`src/rtl/adder_pkg.sv`:
```
// Shared types and constants for the bit-serial adder.
// Holds the FSM state encoding and the default operand width.
package adder_pkg;

  localparam int WIDTH_DEF = 8;

  typedef enum logic [1:0] {
    IDLE  = 2'd0,
    SHIFT = 2'd1,
    DONE  = 2'd2
  } state_t;

endpackage

```
`src/rtl/bit_serial_adder_fa_bit.sv`:
```
// Single-bit full adder, pure dataflow.
// Ports: a, b, c in; s = a^b^c, co = majority(a,b,c).
module fa_bit (
  input  logic a,
  input  logic b,
  input  logic c,
  output logic s,
  output logic co
);

  assign s  = a ^ b ^ c;
  assign co = (a & b) | (a & c) | (b & c);

endmodule

```
`src/rtl/bit_serial_adder.sv`:
```
// Bit-serial adder: one full-adder step per cycle, LSB first.
// Ports: clk, rst_n, in_valid/in_ready + a, b, cin in; out_valid/out_ready + sum, cout out.
module bit_serial_adder
  import adder_pkg::*;
#(
  parameter int WIDTH = WIDTH_DEF
) (
  input  logic             clk,
  input  logic             rst_n,
  input  logic             in_valid,
  output logic             in_ready,
  input  logic [WIDTH-1:0] a,
  input  logic [WIDTH-1:0] b,
  input  logic             cin,
  output logic             out_valid,
  input  logic             out_ready,
  output logic [WIDTH-1:0] sum,
  output logic             cout
);

  localparam int CW = $clog2(WIDTH);

  state_t           state;
  state_t           state_n;
  logic [WIDTH-1:0] a_q;
  logic [WIDTH-1:0] b_q;
  logic [WIDTH-1:0] sum_q;
  logic             c_q;
  logic [CW-1:0]    cnt;
  logic             fa_s;
  logic             fa_c;
  logic             accept;
  logic             release_hs;
  logic             last;

  // Handshake outputs are forced low while reset is held.
  assign in_ready   = rst_n && (state == IDLE);
  assign out_valid  = rst_n && (state == DONE);
  assign accept     = in_valid && in_ready;
  assign release_hs = out_valid && out_ready;
  assign last       = (cnt == CW'(WIDTH - 1));

  assign sum  = sum_q;
  assign cout = c_q;

  fa_bit u_fa (
    .a  (a_q[0]),
    .b  (b_q[0]),
    .c  (c_q),
    .s  (fa_s),
    .co (fa_c)
  );

  always_comb begin
    state_n = state;
    unique case (state)
      IDLE:    if (accept) state_n = SHIFT;
      SHIFT:   if (last) state_n = DONE;
      DONE:    if (release_hs) state_n = IDLE;
      default: state_n = IDLE;
    endcase
  end

  always_ff @(posedge clk) begin
    if (!rst_n) begin
      state <= IDLE;
    end else begin
      state <= state_n;
    end
  end

  always_ff @(posedge clk) begin
    if (!rst_n) begin
      a_q   <= '0;
      b_q   <= '0;
      sum_q <= '0;
      c_q   <= 1'b0;
      cnt   <= '0;
    end else if (accept) begin
      a_q   <= a;
      b_q   <= b;
      sum_q <= '0;
      c_q   <= cin;
      cnt   <= '0;
    end else if (state == SHIFT) begin
      // Sum bits enter at the MSB; after WIDTH shifts bit 0 lands at the LSB.
      a_q   <= a_q >> 1;
      b_q   <= b_q >> 1;
      sum_q <= {fa_s, sum_q[WIDTH-1:1]};
      c_q   <= fa_c;
      cnt   <= cnt + CW'(1);
    end
  end

endmodule

```
`config.mk`:
```
export PLATFORM = sky130hd
export DESIGN_NAME = bit_serial_adder
export DESIGN_NICKNAME = d
export VERILOG_FILES = /design/src/rtl/adder_pkg.sv /design/src/rtl/bit_serial_adder_fa_bit.sv /design/src/rtl/bit_serial_adder.sv
export SDC_FILE = /design/constraint.sdc
export NUM_CORES = 1
export LEC_CHECK = 0
export CAP_MARGIN = 20
export CORE_ASPECT_RATIO = 1.5
export CORE_MARGIN = 2
export CORE_UTILIZATION = 40
export CTS_BUF_LIST = sky130_fd_sc_hd__clkbuf_2
export CTS_CLUSTER_DIAMETER = 50
export DETAILED_ROUTE_END_ITERATION = 16
export GPL_TIMING_DRIVEN = 0
export PLACE_DENSITY = 0.66
export SYNTH_ARGS = -nofsm -noshare
export SYNTH_HDL_FRONTEND = slang
export SYNTH_HIERARCHICAL = 1
export SYNTH_SLANG_ARGS = --single-unit
```
`constraint.sdc`:
```
create_clock -name clk -period 1.9 [get_ports clk]
set_clock_uncertainty 0.1 [all_clocks]
set_input_delay 0.38 -clock clk [delete_from_list [all_inputs] [get_ports clk]]
set_output_delay 0.38 -clock clk [all_outputs]
set_load 0.05 [all_outputs]
```
==> flow_summary.toml <==
[clock_tree]
cts_tree = "done"
clock_latency_ps = 370
clkTransAtPathRegs_ps = 150
cts-hold-fix-buffers = 0
cts_buffers = 5
clk_path_buf_depth = 2
post_cts_buffers = 0
root_buffer = "clkbuf_2"
numClockSinks = 30
htreeDepth = 2
cts_resized = 18

[critical_path]
critPathCaptureType = "output pin"
worst_setup_path_start_kind = "register"
rrSetupSlack_ps = 390
reg2reg_depth = 3
cp_num_buf_inv = 1
cp_top_family = "buffers and inverters"
arrival_ps = 1330
reg2reg_from = "cnt[0]$_SDFFE_PP0N_"
r2r-end = "state[0]$_SDFFE_PN0P_"
worstPathRequired_ps = 1420
critical_path_class = "register to output pin"
slowest_stage = "dlygate4sd2_1"
critPathMaxFanout = 3
cp_cell_sequence = "dlygate4sd2_1"
cpPeakStageDelay_ps = 550

[route]
firstDrtPassIters = 4
drcViolationCount = 0
vias = 1223
drt-total-wl_microns = 3080
wire_per_inst_microns = 13.0
vias_per_cell = 5.16
final_antenna_net_count = 0
drtIter0Drc = 35

[hold_path]
min_path_type = "input pin to register"
hp-start = "rst_n"
min_path_cells = 3
min_to = "a_q[6]$_SDFFE_PN0P_"

[layout]
layout-drive-gt1-share = 0.234
postLayoutCoreUtil = 0.543
fin_area_sq_um = 1730
stdcell_count = 237
area_delta_synth_final_pct = 27.6
antennaDiodeCount = 0
final_net_count = 221

[global_route]
gr-total-overflow = 0
grt_usage = 0.178
grt_pass1_wl_microns = 5100
antenna_found_initial = 0
grt_pass1_vias = 1165
grt_max_degree = 11

[timing]
fin_crit_sh = 0.954
setup_violations = 0
rsz0062_at_grt = "no"
relSlewSlack = 0.673
worst_pin_slew_ps = 479
fmax_mhz = 552
hold_viol = 0
finalCriticalPeriod_ps = 1810
maxSlewViolCount = 0

[yosys]
syn_inst = 160
synth.distinct_cells = 28
synth_nets = 184
synth_seq_cells = 30
ys_seq_area_frac = 0.442
yosys_warnings = 6
synth.avg_cell_area_sq_um = 8.48
synth_area_sq_um = 1360

[power_and_ir_drop]
power_density_nw_per_um2 = 695
vdd_ir_drop_max_uv = 399
power.total_w = 0.00120
power_leakage_nw = 0.656

[die]
coreArea_sq_um = 3190
row_count = 25
die_h_microns = 75.4
die_w_microns = 51.6
io_pins = 32
initial_core_util = 0.425
die_area_sq_um = 3890

[placement]
io_buffers = 30
placed_area_sq_um = 1720
dp_hpwl_microns = 2300
numPlacedInstances = 230
gp_congestion = 0.741

[outcome]
status = "complete, no violations"

[run]
maxCapViolCount = 0
## cell families (layout without fill, tap and decap cells)
family,count (synthesis),in the layout,share of synthesized area
AOI/OAI and AO/OA,59,59,0.273
and+or+nand+nor,52,52,0.167
DFF,30,30,0.442
buffers and inverters,15,52,0.0783
adders and majority gates,3,3,0.0332
xor gates and xnor gates,1,1,0.00645
## flip-flops by register name (all words and copies together) (netlist names)
register and flops:
a_q 8, b_q 8, cnt 3, cout 1, state 2, sum 8
## worst register-to-register path, cell delays in order (launching register included)
cell       delay (ps)
dfxtp_1           350
ha_1              200
ha_1              200
a2111oi_0         510
## power by group
group,switching (W),internal (W)
Clock,0.000215,0.0000957
Combinational,0.000116,0.0000996
Sequential,0.0000190,0.000658
Total,0.000350,0.000853
## synth_stat cells
master | n | share of area
a2111oi_0 | 1 | 0.0065
a21o_1 | 1 | 0.0055
a21oi_1 | 23 | 0.085
a21oi_2 | 18 | 0.12
a31oi_1 | 1 | 0.0046
buf_1 | 1 | 0.0028
buf_12 | 1 | 0.015
buf_2 | 6 | 0.022
buf_4 | 3 | 0.017
buf_6 | 2 | 0.017
clkbuf_1 | 1 | 0.0028
dfxtp_1 | 30 | 0.44
fa_1 | 1 | 0.015
ha_1 | 2 | 0.018
inv_2 | 1 | 0.0028
nand2_1 | 37 | 0.10
nand2_2 | 2 | 0.0092
nand2b_1 | 1 | 0.0046
nand3_1 | 2 | 0.0074
nand4bb_1 | 1 | 0.0083
nor2_1 | 5 | 0.014
nor2b_1 | 1 | 0.0046
nor3_1 | 1 | 0.0037
nor3b_1 | 1 | 0.0055
nor4bb_1 | 1 | 0.0074
o21ai_0 | 5 | 0.018
o21ai_1 | 10 | 0.037
xnor2_1 | 1 | 0.0065
## per-layer routing
metal	wire length, microns	up-vias	global-route usage	part of all wire
li1	-	615	-	-
met1	1260	565	0.191	0.41
met2	1600	37	0.315	0.52
met3	159	6	0.0549	0.052
met4	61	0	0.0877	0.020
met5	0	-	0	0
## cell type report
| cell class | instances | area (sq um) |
|---|---|---|
| buffer | 14 | 104 |
| clock buffer | 7 | 35.0 |
| fill | 326 | 1460 |
| inverter | 1 | 3.75 |
| multi-input combinational | 115 | 658 |
| sequential | 30 | 602 |
| tap | 40 | 50.0 |
| timing repair buffer | 30 | 279 |
## metrics by stage
stage | hold WS [ps] | setup WS (ps) | setup TNS (ps)
finish | 218 | 88.3 | 0
global route | 219 | 35.8 | 0
CTS | 213 | 0.429 | 0
detailed placement | 351 | -503 | -797
global placement | 339 | -492 | -656
floorplan | 330 | 135 | 0
## how the worst max path moves through the flow
stage,start,end,slack (ps),depth (start not counted)
2_1_floorplan,rst_n,out_valid,130,4
3_3_place_gp,rst_n,out_valid,-490,5
3_5_place_dp,rst_n,out_valid,-500,5
4_1_cts,state[0]$_SDFFE_PN0P_,in_ready,0.4,3
5_1_grt,cout$_SDFFE_PN0P_,cout,40,1
6_report,cout$_SDFFE_PN0P_,cout,90,1
## placed cells by master (no fill, tap or decap), drive strengths merged, types with 2 or more instances in the layout
master,instances
nand3,2
clkbuf,8
nor2,5
clkdlybuf4s50,19
nand2,39
dfxtp,30
ha,2
buf,15
dlygate4sd2,9
a21oi,41
o21ai,15
No activity file was read; power rests on OpenSTA's default activity.
